## src/rtl/fp16_pkg.sv

```systemverilog
// Shared types and constants for the binary16 -> signed integer converter.
package fp16_pkg;
  localparam int FP16_BIAS   = 15;
  localparam int FP16_FRAC_W = 10;
  localparam int EXP_INF     = 31;
  // Exponent at which {1,fraction} is already an integer (no shift needed).
  localparam int SHIFT_ZERO  = FP16_BIAS + FP16_FRAC_W;
  // 11-bit mantissa plus at most five left shifts never exceeds 16 bits.
  localparam int MAG_W       = 16;
  localparam int CNT_W       = 4;

  typedef enum logic [1:0] {
    S_IDLE,
    S_SHIFT,
    S_PACK,
    S_DONE
  } state_e;

  typedef enum logic [1:0] {
    CLS_NUM,
    CLS_INF,
    CLS_NAN
  } fp_class_e;
endpackage

```

## src/rtl/fp2int_pack.sv

```systemverilog
// Combinational round / negate / saturate stage used in the PACK state.
// Define FP2INT_ROUND_NEAREST_EN for round-to-nearest-even; default truncates toward zero.
module fp2int_pack
  import fp16_pkg::*;
#(
  parameter int OUT_W = 16
) (
  input  logic             sign,
  input  fp_class_e        cls,
  input  logic [MAG_W-1:0] mag,
  input  logic             guard,
  input  logic             sticky,
  output logic [OUT_W-1:0] data,
  output logic             ovf,
  output logic             inexact
);
  localparam int W = ((MAG_W > OUT_W) ? MAG_W : OUT_W) + 1;
  localparam logic [W-1:0]     POS_LIM = W'({(OUT_W-1){1'b1}});
  localparam logic [W-1:0]     NEG_LIM = POS_LIM + W'(1);
  localparam logic [OUT_W-1:0] MAX_POS = {1'b0, {(OUT_W-1){1'b1}}};
  localparam logic [OUT_W-1:0] MIN_NEG = {1'b1, {(OUT_W-1){1'b0}}};

  logic         round_up;
  logic [W-1:0] mag_r;
  logic [W-1:0] mag_n;

`ifdef FP2INT_ROUND_NEAREST_EN
  assign round_up = guard & (sticky | mag[0]);
`else
  assign round_up = 1'b0;
`endif

  // Rounding is applied to the magnitude, so a carry can still push it out of range.
  assign mag_r = W'(mag) + W'(round_up);
  assign mag_n = W'(0) - mag_r;

  always_comb begin
    data    = '0;
    ovf     = 1'b0;
    inexact = guard | sticky;
    unique case (cls)
      CLS_INF: begin
        data    = sign ? MIN_NEG : MAX_POS;
        ovf     = 1'b1;
        inexact = 1'b0;
      end
      CLS_NAN: begin
        data    = MAX_POS;
        ovf     = 1'b1;
        inexact = 1'b0;
      end
      default: begin
        if (!sign) begin
          if (mag_r > POS_LIM) begin
            data = MAX_POS;
            ovf  = 1'b1;
          end else begin
            data = mag_r[OUT_W-1:0];
          end
        end else begin
          if (mag_r > NEG_LIM) begin
            data = MIN_NEG;
            ovf  = 1'b1;
          end else begin
            data = mag_n[OUT_W-1:0];
          end
        end
      end
    endcase
  end
endmodule

```

## src/rtl/fp16_to_int.sv

```systemverilog
// Sequential binary16 -> OUT_W-bit signed integer converter, one mantissa bit shift per cycle.
// Rounding mode selected by FP2INT_ROUND_NEAREST_EN (see fp2int_pack).
module fp16_to_int
  import fp16_pkg::*;
#(
  parameter int OUT_W = 16
) (
  input  logic             clk,
  input  logic             rst,
  input  logic             in_valid,
  output logic             in_ready,
  input  logic [15:0]      in_data,
  output logic             out_valid,
  input  logic             out_ready,
  output logic [OUT_W-1:0] out_data,
  output logic             out_ovf,
  output logic             out_inexact
);
  state_e                  state_q, state_d;
  logic                    sign_q;
  fp_class_e               cls_q;
  logic [MAG_W-1:0]        mag_q;
  logic                    guard_q, sticky_q, left_q;
  logic [CNT_W-1:0]        cnt_q;

  logic [4:0]              exp_f;
  logic [FP16_FRAC_W-1:0]  frac_f;
  logic                    accept, early, shift_last;
  logic [OUT_W-1:0]        pack_data;
  logic                    pack_ovf, pack_inexact;

  assign exp_f      = in_data[14:FP16_FRAC_W];
  assign frac_f     = in_data[FP16_FRAC_W-1:0];
  assign early      = (exp_f < 5'(FP16_BIAS)) || (exp_f == 5'(EXP_INF));
  assign accept     = in_valid && in_ready;
  // k = 0 still spends one SHIFT cycle, so leave on a count of 0 or 1.
  assign shift_last = (cnt_q <= CNT_W'(1));

  always_ff @(posedge clk or posedge rst) begin
    if (rst) state_q <= S_IDLE;
    else     state_q <= state_d;
  end

  always_comb begin
    state_d   = state_q;
    in_ready  = 1'b0;
    out_valid = 1'b0;
    unique case (state_q)
      S_IDLE: begin
        in_ready = 1'b1;
        if (in_valid) state_d = early ? S_PACK : S_SHIFT;
      end
      S_SHIFT: if (shift_last) state_d = S_PACK;
      S_PACK:  state_d = S_DONE;
      S_DONE: begin
        out_valid = 1'b1;
        if (out_ready) state_d = S_IDLE;
      end
      default: state_d = S_IDLE;
    endcase
  end

  always_ff @(posedge clk or posedge rst) begin
    if (rst) begin
      sign_q   <= 1'b0;
      cls_q    <= CLS_NUM;
      mag_q    <= '0;
      guard_q  <= 1'b0;
      sticky_q <= 1'b0;
      left_q   <= 1'b0;
      cnt_q    <= '0;
    end else if (accept) begin
      sign_q  <= in_data[15];
      guard_q <= 1'b0;
      left_q  <= 1'b0;
      cnt_q   <= '0;
      if (exp_f == 5'(EXP_INF)) begin
        cls_q    <= (frac_f == '0) ? CLS_INF : CLS_NAN;
        mag_q    <= '0;
        sticky_q <= 1'b0;
      end else if (exp_f < 5'(FP16_BIAS)) begin
        // |x| < 1: result is zero, any nonzero bit is discarded.
        cls_q    <= CLS_NUM;
        mag_q    <= '0;
        sticky_q <= |in_data[14:0];
      end else begin
        cls_q    <= CLS_NUM;
        mag_q    <= MAG_W'({1'b1, frac_f});
        sticky_q <= 1'b0;
        if (exp_f >= 5'(SHIFT_ZERO)) begin
          left_q <= 1'b1;
          cnt_q  <= CNT_W'(exp_f - 5'(SHIFT_ZERO));
        end else begin
          cnt_q  <= CNT_W'(5'(SHIFT_ZERO) - exp_f);
        end
      end
    end else if (state_q == S_SHIFT && cnt_q != '0) begin
      cnt_q <= cnt_q - CNT_W'(1);
      if (left_q) begin
        mag_q <= mag_q << 1;
      end else begin
        mag_q    <= mag_q >> 1;
        guard_q  <= mag_q[0];
        sticky_q <= sticky_q | guard_q;
      end
    end
  end

  fp2int_pack #(
    .OUT_W(OUT_W)
  ) u_pack (
    .sign    (sign_q),
    .cls     (cls_q),
    .mag     (mag_q),
    .guard   (guard_q),
    .sticky  (sticky_q),
    .data    (pack_data),
    .ovf     (pack_ovf),
    .inexact (pack_inexact)
  );

  always_ff @(posedge clk or posedge rst) begin
    if (rst) begin
      out_data    <= '0;
      out_ovf     <= 1'b0;
      out_inexact <= 1'b0;
    end else if (state_q == S_PACK) begin
      out_data    <= pack_data;
      out_ovf     <= pack_ovf;
      out_inexact <= pack_inexact;
    end
  end
endmodule

```

## config.mk

```make
export PLATFORM = sky130hd
export DESIGN_NAME = fp16_to_int
export DESIGN_NICKNAME = d
export VERILOG_FILES = /design/src/rtl/fp16_pkg.sv /design/src/rtl/fp2int_pack.sv /design/src/rtl/fp16_to_int.sv
export SDC_FILE = /design/constraint.sdc
export NUM_CORES = 1
export LEC_CHECK = 0
export CAP_MARGIN = 30
export CELL_PAD_IN_SITES_DETAIL_PLACEMENT = 0
export CELL_PAD_IN_SITES_GLOBAL_PLACEMENT = 1
export CORE_AREA = 8 8 109 101
export CTS_CLUSTER_SIZE = 12
export DETAILED_ROUTE_END_ITERATION = 12
export DIE_AREA = 0 0 117 109
export PLACE_DENSITY = 0.77
export SKIP_CTS_REPAIR_TIMING = 1
export SYNTH_ARGS = -nofsm -noshare
export SYNTH_HDL_FRONTEND = slang
export SYNTH_SLANG_ARGS = --single-unit
```

## constraint.sdc

```tcl
create_clock -name clk -period 3.44 [get_ports clk]
set_input_delay 0.516 -clock clk [delete_from_list [all_inputs] [get_ports clk]]
set_output_delay 0.516 -clock clk [all_outputs]
set_load 0.02 [all_outputs]
```

==> qor.txt <==
Initial Util = 33.7%
Hold Path Class = in -> async
Total CTS buffers = 5
Placed inst area = 3620 µm²
Gr usage total = 13.4%
Area Overhead vs Synth = 18.3%
Crit Path Category = reg -> reg
Ys async rst share = 100%
Worst Path Required = 3.66 ns
Post-synth EDFFs = 0
Die width = 117 µm
Pre-CTS WS = 0.954 ns
Static Leak = 1.43 nW
Synth warn = 0
Rows = 34
# setup viols final = 0
Post-Route WL = 8290 µm
Final hold vios = 0
Number of global-route vias before repair = 2,698
Total grt overflow = 0
Fmax = 434 MHz
Routability cong. = 0.882
# diodes = 0
Tcrit/Tclk final = 66.9%
Combinational share of power = 53.6%
Cell variety after synth = 51
Syn avg cell area = 8.77 µm²
CP max FO = 9
CP startpoint = mag_q[0]
Slew of the pin with the lowest slew margin = 0.877 ns
Most common cell after layout, fill and taps aside = dfrtp_1
DPL Wire Length = 6170 µm
Vias = 2,824
CTS tree = built
Cell count after synthesis = 357
Synthesis-stage register bit count = 46
Port buffer count = 39
Reg power frac = 36.0%
Hold Worst Slack = 0.490 ns
H-Tree Depth = 2
Top-Level Pins = 40
Routed wire per std cell = 16.3 µm
Vert. Die Dim = 109 µm
RSZ-0062 raised after global routing = no
Iter 0 DRT Violations = 179
Reg2reg start = mag_q[0]
Largest net degree at the start of global routing = 31
Post-synth top flop = dfrtp_1
Initial antenna violation count = 0
Sink Count = 46
Peak VDD IR = 0.300 mV
Skew-Pair Late Insertion Delay = 0.31 ns
Fraction of layout cells with a size suffix above 1 = 5.48%
Die Area = 12,800 µm²
Slew Limit Fails = 0
Clock-pin slew on the worst setup and hold paths = 0.10 ns
Status = finished clean
CP startpoint kind = flip-flop
Critical Path AT = 2.52 ns
Root Buffer = clkbuf_8
Post-layout nets = 418
Global-route wire length before repair = 13,800 µm
Sw Share = 46.7%
CORE AREA = 9270 µm²
Pwr/cell area = 881 nW/µm²
Post-synthesis cell area = 3130 µm²
Most frequent cells in the layout = 46 x dfrtp_1, 39 x clkdlybuf4s50_1, 27 x nor2_1
# Max-Cap Violations = 0
Clock Skew = 0.0172 ns
Internal power = 1.74 mW
Switching Power = 1.52 mW
Antenna viol nets, final = 0
Residual DRC = 0
Routed vias/inst = 5.55
Worst Slack Setup Final = 1.14 ns
Sequential-to-total area share from yosys stat = 36.8%
DR pass1 iterations = 5
Clock tree buffer depth = 2
Final min period = 2.30 ns
Nature of the critical path endpoint = flip-flop
Power share of the clock group = 10.4%
Post-Syn Nets = 393
Design area = 3700 µm²
Fin Setup TNS = 0 ns
Max_slew headroom = 41.5%
-- cell usage after synthesis (2+ instances only) --
cell type   n  area share, %
dfrtp_1    46             37
nor2_1     27            3.2
inv_1      26            3.1
o21ai_0    26            4.2
clkbuf_1   19            2.3
ha_1       16            6.4
nand3_1    16            2.6
nand2b_1   15            3.0
o31ai_1    15            3.6
a211oi_1   14            3.4
a21oi_1    13            2.1
nand2_1    12            1.4
nor2b_1    12            2.4
o2111ai_1  12            3.4
mux2i_1    11            3.5
nor3_1      7            1.1
buf_1       5           0.60
nor4_1      5            1.0
xor2_1      5            1.4
buf_2       4           0.64
o211ai_1    4           0.96
o221ai_1    4            1.1
or3_1       4           0.80
or4_1       4           0.96
a31oi_1     3           0.60
nand4_1     3           0.60
a311oi_1    2           0.56
o22ai_1     2           0.40
o41ai_1     2           0.56
xnor2_1     2           0.56
-- flip-flops by register name, summed over array words and instances, names as in the netlist, 2 cells and up --
| name | flops |
|---|---|
| cnt_q | 4 |
| out_data | 16 |
| mag_q | 16 |
| cls_q | 2 |
| state_q | 2 |
-- critical path, cell delays in order (launching register included) --
cell and delay [ns]:
dfrtp_1 0.44, inv_1 0.10, ha_1 0.21, or4b_1 0.58, o41ai_4 0.40, nand4_4 0.21
o2111ai_1 0.27
-- per-layer routing --
metal | global-route usage [%] | up-vias | part of all wire, %
met5 | 0 | - | 0
met4 | 3.47 | 0 | 1.6
met3 | 3.27 | 10 | 8.4
met2 | 19.8 | 120 | 44
met1 | 19.2 | 1334 | 46
li1 | - | 1360 | -
-- logic make-up after synthesis --
logic type / after synthesis / share of synthesized area [%]
compound gates: 108 / 24.4
xor+xnor: 7 / 1.96
fa+ha+maj: 16 / 6.40
buf+inv: 56 / 7.12
flops: 46 / 36.8
mux: 12 / 3.88
simple gates: 112 / 19.4
-- metrics by stage --
stage	utilization, %	power, mW	std cells
after floorplan	-	2.34	357
after detailed placement	39.0	2.93	501
final	39.9	3.26	509
after global routing	39.9	3.54	509
after global placement	39.0	2.90	501
after CTS	39.9	3.27	509
-- cell type report --
cell class              instances  area, µm²
fillers                       969       5570
clock buffers                   6       72.6
inverters                      27        101
multi-input cells             255       1760
clock inverters                 2       13.8
flip-flops and latches         46       1150
well taps                     126        158
repair buffers                 47        450
-- power by group through the flow --
| stage | Combinational, mW | Clock [mW] | Sequential, mW |
|---|---|---|---|
| final | 1.75 | 0.339 | 1.17 |
| after global routing | 1.95 | 0.375 | 1.22 |
| after CTS | 1.76 | 0.346 | 1.17 |
| after detailed placement | 1.75 | 0 | 1.18 |
| after global placement | 1.73 | 0 | 1.17 |
| after floorplan | 1.25 | 0 | 1.09 |
-- path summary, 6_finish.rpt --
kind,end,slack (ns),depth (start not counted)
max,out_data[3],1.14,6
min,out_data[2],0.49,2
max reg2reg,out_data[3],1.14,6
min reg2reg,out_ovf,0.52,1
max in group asynchronous,mag_q[7],2.18,3
min in group clk,out_ovf,0.52,1
No activity file was read; power rests on OpenSTA's default activity.
